==> src/rtl/syscall_pkg.sv <==
`default_nettype none
// ============================================================================
//  Module      : syscall_pkg
//  Description : Service codes, register indices and FSM encoding for the
//                syscall responder.
//  Revision    : 1.0 - initial release
// ============================================================================
package syscall_pkg;

    localparam int DATA_W    = 32;
    localparam int RF_ADDR_W = 5;

    localparam logic [DATA_W-1:0] CODE_HALT  = 32'd10;
    localparam logic [DATA_W-1:0] CODE_DISP  = 32'd34;
    localparam logic [DATA_W-1:0] CODE_PAUSE = 32'd50;

    localparam logic [RF_ADDR_W-1:0] REG_V0 = 5'd2;
    localparam logic [RF_ADDR_W-1:0] REG_A0 = 5'd4;

    localparam int STATE_W = 3;

    typedef enum logic [STATE_W-1:0] {
        STATE_IDLE  = 3'd0,
        STATE_RD_A0 = 3'd1,
        STATE_EXEC  = 3'd2,
        STATE_PAUSE = 3'd3,
        STATE_HALT  = 3'd4,
        STATE_DONE  = 3'd5
    } state_t;

endpackage
`default_nettype wire

==> src/rtl/syscall_unit_if.sv <==
`default_nettype none
// ============================================================================
//  Module      : syscall_unit_if
//  Description : Decoder, register-file read port and board-indicator
//                signals of the syscall responder.
//  Revision    : 1.0 - initial release
// ============================================================================
interface syscall_unit_if #(
    parameter int CNT_W = 32
);
    import syscall_pkg::*;

    logic                 syscall_en;
    logic [RF_ADDR_W-1:0] rf_req;
    logic [DATA_W-1:0]    rf_data;
    logic                 resume;
    logic                 stall;
    logic                 halt;
    logic [DATA_W-1:0]    disp_data;
    logic                 disp_valid;
    logic [CNT_W-1:0]     cnt_syscall;

    modport slave (
        input  syscall_en, rf_data, resume,
        output rf_req, stall, halt, disp_data, disp_valid, cnt_syscall
    );

    modport master (
        output syscall_en, rf_data, resume,
        input  rf_req, stall, halt, disp_data, disp_valid, cnt_syscall
    );

endinterface
`default_nettype wire

==> src/rtl/syscall_unit.sv <==
`default_nettype none
// ============================================================================
//  Module      : syscall_unit
//  Description : Stalls the core on a syscall, fetches $v0/$a0 and executes
//                the display, halt or pause service, retiring it once.
//  Revision    : 1.0 - initial release
// ============================================================================
module syscall_unit
    import syscall_pkg::*;
#(
    parameter int CNT_W = 32
) (
    input  logic           clk,
    input  logic           rst_n,
    syscall_unit_if.slave  bus
);

    state_t                r_state;
    state_t                w_next_state;
    logic [DATA_W-1:0]     r_code;
    logic [DATA_W-1:0]     r_arg;
    logic [DATA_W-1:0]     r_disp_data;
    logic                  r_disp_valid;
    logic                  r_halt;
    logic [CNT_W-1:0]      r_cnt;

    logic [RF_ADDR_W-1:0]  w_rf_req;
    logic                  w_stall;
    logic                  w_load_code;
    logic                  w_load_arg;

    always_ff @(posedge clk) begin
        if (!rst_n) begin
            r_state      <= STATE_IDLE;
            r_code       <= '0;
            r_arg        <= '0;
            r_disp_data  <= '0;
            r_disp_valid <= 1'b0;
            r_halt       <= 1'b0;
            r_cnt        <= '0;
        end else begin
            r_state      <= w_next_state;
            r_disp_valid <= 1'b0;
            if (w_load_code) begin
                r_code <= bus.rf_data;
            end
            if (w_load_arg) begin
                r_arg <= bus.rf_data;
            end
            if (r_state == STATE_EXEC) begin
                r_cnt <= r_cnt + CNT_W'(1);
                if (r_code == CODE_DISP) begin
                    r_disp_data  <= r_arg;
                    r_disp_valid <= 1'b1;
                end
                if (r_code == CODE_HALT) begin
                    r_halt <= 1'b1;
                end
            end
        end
    end

    // DONE drops stall so the PC steps past the syscall; syscall_en is not
    // looked at there, which prevents the same instruction retriggering.
    always_comb begin
        w_next_state = r_state;
        w_rf_req     = '0;
        w_stall      = 1'b0;
        w_load_code  = 1'b0;
        w_load_arg   = 1'b0;
        case (r_state)
            STATE_IDLE: begin
                if (bus.syscall_en) begin
                    w_rf_req     = REG_V0;
                    w_stall      = 1'b1;
                    w_load_code  = 1'b1;
                    w_next_state = STATE_RD_A0;
                end
            end
            STATE_RD_A0: begin
                w_rf_req     = REG_A0;
                w_stall      = 1'b1;
                w_load_arg   = 1'b1;
                w_next_state = STATE_EXEC;
            end
            STATE_EXEC: begin
                w_stall = 1'b1;
                if (r_code == CODE_HALT) begin
                    w_next_state = STATE_HALT;
                end else if (r_code == CODE_PAUSE) begin
                    w_next_state = STATE_PAUSE;
                end else begin
                    w_next_state = STATE_DONE;
                end
            end
            STATE_PAUSE: begin
                w_stall = 1'b1;
                if (bus.resume) begin
                    w_next_state = STATE_DONE;
                end
            end
            STATE_HALT: begin
                w_stall = 1'b1;
            end
            STATE_DONE: begin
                w_next_state = STATE_IDLE;
            end
            default: begin
                w_next_state = STATE_IDLE;
            end
        endcase
    end

    assign bus.rf_req      = w_rf_req;
    assign bus.stall       = w_stall;
    assign bus.halt        = r_halt;
    assign bus.disp_data   = r_disp_data;
    assign bus.disp_valid  = r_disp_valid;
    assign bus.cnt_syscall = r_cnt;

endmodule
`default_nettype wire

==> src/flat_wrapper.sv <==
// flat-port wrapper written by rule: the top's interface ports become plain ports
module syscall_unit_flat import syscall_pkg::*;
#(
    parameter int CNT_W = 32
)
  (clk, rst_n, bus_syscall_en, bus_rf_data, bus_resume, bus_rf_req, bus_stall, bus_halt, bus_disp_data, bus_disp_valid, bus_cnt_syscall);
  syscall_unit_if #(.CNT_W(CNT_W)) bus_i ();
  input  logic clk;
  input  logic rst_n;
  input wire logic [$bits(bus_i.syscall_en)-1:0] bus_syscall_en;
  input wire logic [$bits(bus_i.rf_data)-1:0] bus_rf_data;
  input wire logic [$bits(bus_i.resume)-1:0] bus_resume;
  output wire logic [$bits(bus_i.rf_req)-1:0] bus_rf_req;
  output wire logic [$bits(bus_i.stall)-1:0] bus_stall;
  output wire logic [$bits(bus_i.halt)-1:0] bus_halt;
  output wire logic [$bits(bus_i.disp_data)-1:0] bus_disp_data;
  output wire logic [$bits(bus_i.disp_valid)-1:0] bus_disp_valid;
  output wire logic [$bits(bus_i.cnt_syscall)-1:0] bus_cnt_syscall;
  assign bus_i.syscall_en = bus_syscall_en;
  assign bus_i.rf_data = bus_rf_data;
  assign bus_i.resume = bus_resume;
  assign bus_rf_req = bus_i.rf_req;
  assign bus_stall = bus_i.stall;
  assign bus_halt = bus_i.halt;
  assign bus_disp_data = bus_i.disp_data;
  assign bus_disp_valid = bus_i.disp_valid;
  assign bus_cnt_syscall = bus_i.cnt_syscall;
  syscall_unit #(.CNT_W(CNT_W)) u_core (.clk(clk), .rst_n(rst_n), .bus(bus_i));
endmodule
==> config.mk <==
export PLATFORM = sky130hd
export DESIGN_NAME = syscall_unit_flat
export DESIGN_NICKNAME = d
export VERILOG_FILES = /design/src/rtl/syscall_pkg.sv /design/src/rtl/syscall_unit_if.sv /design/src/rtl/syscall_unit.sv /design/src/flat_wrapper.sv
export SDC_FILE = /design/constraint.sdc
export NUM_CORES = 1
export LEC_CHECK = 0
export CORE_UTILIZATION = 50
export DETAILED_ROUTE_END_ITERATION = 10
export GPL_TIMING_DRIVEN = 0
export HOLD_SLACK_MARGIN = 0.15
export PLACE_DENSITY = 0.74
export SLEW_MARGIN = 5
export SYNTH_ARGS = -nofsm -noshare
export SYNTH_HDL_FRONTEND = slang
export SYNTH_SLANG_ARGS = --single-unit
==> constraint.sdc <==
create_clock -name clk -period 2.7 [get_ports clk]
set_input_delay 0.27 -clock clk [delete_from_list [all_inputs] [get_ports clk]]
set_output_delay 0.27 -clock clk [all_outputs]
set_load 0.05 [all_outputs]
; Word-level counts from Yosys, hierarchy flattened
; Cells that the tools add are included.
[word_totals]
out_inout_bits = 72
word_cells = 36
in_bits = 36
reg_bits = 133
[op_classes]
n_reduce_logical = 6
eq_ne = 9
bitwise = 1
add_sub_neg = 1
n_mux = 12
[ops]
columns = operator, n
row1 = $eq 32x6->1 const B, 2
row2 = $add 32x1->32 const B, 1
row3 = $eq 32x4->1 const B, 1
row4 = $pmux 3 s5, 1
row5 = $mux 3, 4
row6 = $pmux 5 s2, 1
row7 = $eq 3x2->1 const B, 2
row8 = $reduce_and 2->1, 3
row9 = $mux 1, 4
row10 = $ne 2x2->1 const B, 2
row11 = $reduce_or 4->1, 1
row12 = $eq 3x1->1 const B, 1
row13 = $eq 3x3->1 const B, 1
row14 = $logic_not 3->1, 1
row15 = $reduce_and 3->1, 1
row16 = $mux 2, 1
row17 = $pmux 1 s2, 1
row18 = $not 1->1, 1

; Logic depth before layout (Yosys ltp)
[logic_depth]
word_depth = 4
ltp_mapped = 8
mapped_depth_nobuf = 5

; Least setup slack after synthesis
; Ideal clock, no wire load.
[synth_timing]
path_type = reg-to-reg
startpoint = reg u_core.r_cnt[4], in the netlist u_core.bus.cnt_syscall[4]
endpoint = reg u_core.r_cnt[23], in the netlist u_core.bus.cnt_syscall[23]
stages_incl_launch_ff = 6
setup_time_ps = 70
required_ps = 2630
path_slack_ps = 493
synth_period_minus_slack_ps = 2207
arrival_time_ps = 2137
n_path_buf = 0
path_cell_list = dfxtp_1 > and4_1 > nand4_2 > or4_4 > or3_1 > a21boi_1
[synth_between]
elab_chain_cells = 1
[synth_rtl]
columns = item, line_no
row1 = "start, declared", syscall_unit.sv:25  ; logic [CNT_W-1:0] r_cnt;
row2 = "start signal, assigned", syscall_unit.sv:51  ; r_cnt <= r_cnt + CNT_W'(1);
row3 = $add 32x1->32, syscall_unit.sv:51
; No other way between the ends.
; A chain may end at the register's enable or synchronous reset.

; Worst setup path in the final report
[layout_timing]
startpoint = reg u_core.r_state[1]
endpoint = out bus_rf_req[1]
[layout_between]
elab_chain_cells = 2
word_cells_on_any_way = 3
classes_between = 1 x eq/ne / 1 x mux / 1 x reduce/logical
[layout_rtl]
columns = item, line_no
row1 = "start, declared", syscall_unit.sv:18  ; state_t r_state;
row2 = "start signal, assigned", syscall_unit.sv:42  ; r_state <= w_next_state;
row3 = $eq 3x1->1 or $logic_not 3->1 (tied branches), syscall_unit.sv:71  ; case (r_state)
row4 = $pmux 5 s2 *, syscall_unit.sv:71
row5 = "end, declared", flat_wrapper.sv:13  ; output wire logic [$bits(bus_i.rf_req)-1:0] bus_rf_req;
; Every way passes the cells marked *; elsewhere a longest branch is shown, timed or not.

==> results.md <==
- The run finished with clean final reports.
- The clock skew is around 0.0064 ns.
- The number of antenna violations at the first check in global routing came to 0.
- The worst setup path is launched from a flop.
- At the end of the flow, the number of nets in the layout was between 800 and 900.
- The via count of the first global-routing pass came to ~4.7k.
- The H-tree was split into 4 levels.
- The critical-path maximum fanout is 9.
- The sequential element share of the synthesized area is approximately half.
- Dividing the final minimum period by the clock period gives a little over nine tenths.
- The first detailed-routing pass ran for 4 iterations.
- The via density per instance is between 5 and 6.
- The core region is 10420 um^2.
- The power density relative to cell area is approximately 640 nW/um^2.
- In the post-synthesis netlist, the biggest area contributors are sky130_fd_sc_hd__dfxtp_1, sky130_fd_sc_hd__nand2_1, sky130_fd_sc_hd__a21boi_0, sky130_fd_sc_hd__nand3_1, sky130_fd_sc_hd__o21ai_0.
- At the end of routability-driven placement, the weighted congestion stood at just under 0.8.
- Clock tree synthesis selected as its root buffer the cell sky130_fd_sc_hd__clkbuf_8.
- Once detail routing completed, the nets flagged for antenna violations numbered 0.
- The top cell types in the final layout, fill and taps aside, are sky130_fd_sc_hd__nand2_1, sky130_fd_sc_hd__dfxtp_1, sky130_fd_sc_hd__clkdlybuf4s50_1.
- Input and output buffers added on the ports amount to 103.
- The clock period could shrink to about 2.6 ns.
- The floorplan step set the die width to ~110 um.
- The post-route netlist has 6.616% of its cells at a drive strength greater than 1.
- The met3 demand-to-capacity share in global routing is around 5.1%.
- After synthesis, the largest area contributor takes up between 40 and 50% of total cell area.
- The worst hold path belongs to the class in2reg.
- The floorplan step set the die height to 106.0 um.
- The remaining max-slew budget at the tightest pin is between 60% and 70%.
- The area enclosed by the die boundary is roughly 11000 um^2.
- The kind of critical path is reg2out.
- Setup repair after global routing left no endpoint under its margin.
- The final core utilization is between 60% and 70%.
- The footprint of the multi-input gates is 2527 um^2.
- The routed via count is approximately 4.9k.
- The final hold violation count is 0.
- The HPWL after detailed placement is 9801 um.
- The worst endpoint required time is around 2.4 ns.
- After global routing, the most crowded layer is met2.
- The number of clock buffers added by TritonCTS is 17.
- The pin count of the biggest net entering global routing is 17.
- The gate count after technology mapping is around 640.
- The fill cell instance count of the final layout is roughly 870.
- The synthesized design contains 0 enable-type register cells.
- The maximum clock path buffer count is 2.
- The slew at the pin closest to its max-slew limit is roughly 0.58 ns.
- Leaving out fill and tap cells, the most frequent cell in the layout is sky130_fd_sc_hd__nand2_1.
- For this run, asynchronously set or reset flops after synthesis account for 0%.
- The post-detailed-route DRC marker count is 0.
- The detailed-route wire length is 13620 um.
- The CTS tree is done.
- Setup violations remaining at the end of the flow were counted as 0.
- The nature of the critical path endpoint is an output port.
- The fraction of met2 tracks used by global routing is 42.58%.
- The clock reaches the later pin of the worst-skew pair after about 0.52 ns.
- The total power is roughly 4.6 mW.
- The number of sinks handled by clock tree synthesis is 133.
- The residual overflow from global routing is 0.
- The area taken by flip-flops and latches is approximately 2700 um^2.
- The maximum clock frequency is between 300 and 400 MHz.
- The total of warnings raised by yosys is 0.
- The number of antenna diodes in the final layout is 0.
- The initial standard-cell utilization of the core is between 50 and 60%.
- After floorplanning, the core was divided into 37 placement rows.
- Dividing the synthesized area by the synthesized cell count gives about 8.4 um^2.
- The number of unique standard cell types used by synthesis is 38.
- The number of design-rule violations left by the first detailed-router iteration is 255.
- The analysis attributes to cell leakage a power of between 2 and 3 nW.
- The number of pins exceeding their max-slew limit in the final report was 0.
- Clock-pin slew was measured on the worst setup and hold paths at about 0.06 ns.
- The area growth from synthesis to layout is 33.72%.
- For this design the top-level I/O count stands at between 100 and 150.
- The primary flip-flop cell chosen by synthesis mapping is sky130_fd_sc_hd__dfxtp_1.
- The final routed wire length divided by cell count is between 10 and 15 um.
- VDD sags by at most slightly above 0.4 mV.
- The synthesized design spends more area on one cell type than any other, namely sky130_fd_sc_hd__dfxtp_1.
- The data arrival time of the critical path is 2.29 ns.
- Buffers inserted to repair hold after CTS numbered 0.
- The first global-routing pass estimated roughly 22000 um of wire.
- The count of state elements after synthesis is ~130.
- The max-capacitance violation count is 0.
- In this run the cell area of the synthesized design comes to 5410 um^2.
- For this run, the total global-route usage over all layers was measured as between 20% and 30%.
- Global routing used between 30% and 40% of the available met1 tracks.
-- cells in the mapped netlist, drive strengths merged (2+ instances only) --
cell and number:
a21oi 2, xnor2 14, nor2 5, nor2b 7, buf 14, nor4 18, mux2i 4, clkbuf 34
nand4 8, nand2b 2, dfxtp 133, xor2 12, nor3b 3, nor3 3, nand2 180, nor4bb 2
or3 4, inv 7, nand3 45, and4 8, o21ai 34, and2 26, and3 4, a21boi 66
-- timing repair --
item,4_1_cts,5_1_grt
buffers inserted,0,7
resized for setup,6,1
endpoints found under the setup margin,2,18
-- state kept, by name, summed over array words and instances, names as in the netlist --
signal and count:
u_core.bus.cnt_syscall 32, u_core.bus.disp_valid 1, u_core.r_code 32, u_core.bus.halt 1
u_core.r_state 3, u_core.bus.disp_data 32, u_core.r_arg 32
-- cell type report --
class                   instances  share of cell area, %
inverters                       7                 0.4670
flip-flops and latches        133                  36.80
multi-input cells             458                  34.94
well taps                     136                  2.352
plain buffers                  46                  2.681
clock inverters                10                  1.366
repair buffers                110                  14.99
clock buffers                  22                  6.399
-- stage by stage --
step / instance area, um^2 / setup TNS, ns / setup slack, ns / hold slack (ns) / std cells
floorplan: 5418 / 0 / 0.4927 / 0.4149 / 646
global placement: 6619 / -0.2666 / -0.1896 / 0.4450 / 885
detailed placement: 6619 / -0.3064 / -0.2153 / 0.4537 / 885
CTS: 7181 / 0 / 0.02753 / 0.3326 / 915
global route: 7234 / 0 / 0.001469 / 0.3552 / 922
finish: 7234 / 0 / 0.1369 / 0.3454 / 922
-- layer usage --
| layer | routed length, um | share of wire (%) | vias to the layer above |
|---|---|---|---|
| met5 | 0 | 0 | - |
| met4 | 219 | 1.6 | 0 |
| met3 | 701 | 5.1 | 18 |
| met2 | 6633 | 49 | 146 |
| met1 | 6067 | 45 | 2318 |
| li1 | - | - | 2422 |
-- worst max-delay path, cell delays in order (launching register included) --
cell	delay, ns
sky130_fd_sc_hd__dfxtp_1	0.37
sky130_fd_sc_hd__nor2_1	0.25
sky130_fd_sc_hd__nand3_1	0.29
sky130_fd_sc_hd__clkinvlp_4	0.26
sky130_fd_sc_hd__buf_4	0.13
sky130_fd_sc_hd__clkdlybuf4s15_1	0.48
-- cells by family after synthesis --
logic type	count (synthesis)	synth area share, %
and+or+nand+nor	316	27.87
DFF	133	49.21
AOI/OAI and AO/OA	108	13.46
buffers and inverters	55	4.209
xor gates and xnor gates	26	4.209
muxes	4	0.7401
adders and majority gates	1	0.2312
other	1	0.06931
-- report_power, final --
group | leakage (nW) | switching [mW] | internal, mW
clock network | 0.272 | 0.843 | 1.30
logic | 1.27 | 0.237 | 0.154
registers | 1.08 | 0.0397 | 2.03
-- worst paths after layout --
path | from | endpoint | slack (ns) | cells after the start
max | u_core.r_state[1] | bus_rf_req[1] | 0.14 | 5
min | bus_rf_data[10] | u_core.r_code[10] | 0.35 | 3
max reg2reg | u_core.r_code[24] | u_core.bus.disp_data[22] | 0.31 | 6
min reg2reg | u_core.bus.disp_data[30] | u_core.bus.disp_data[30] | 0.46 | 2
No activity file was read; power rests on OpenSTA's default activity.
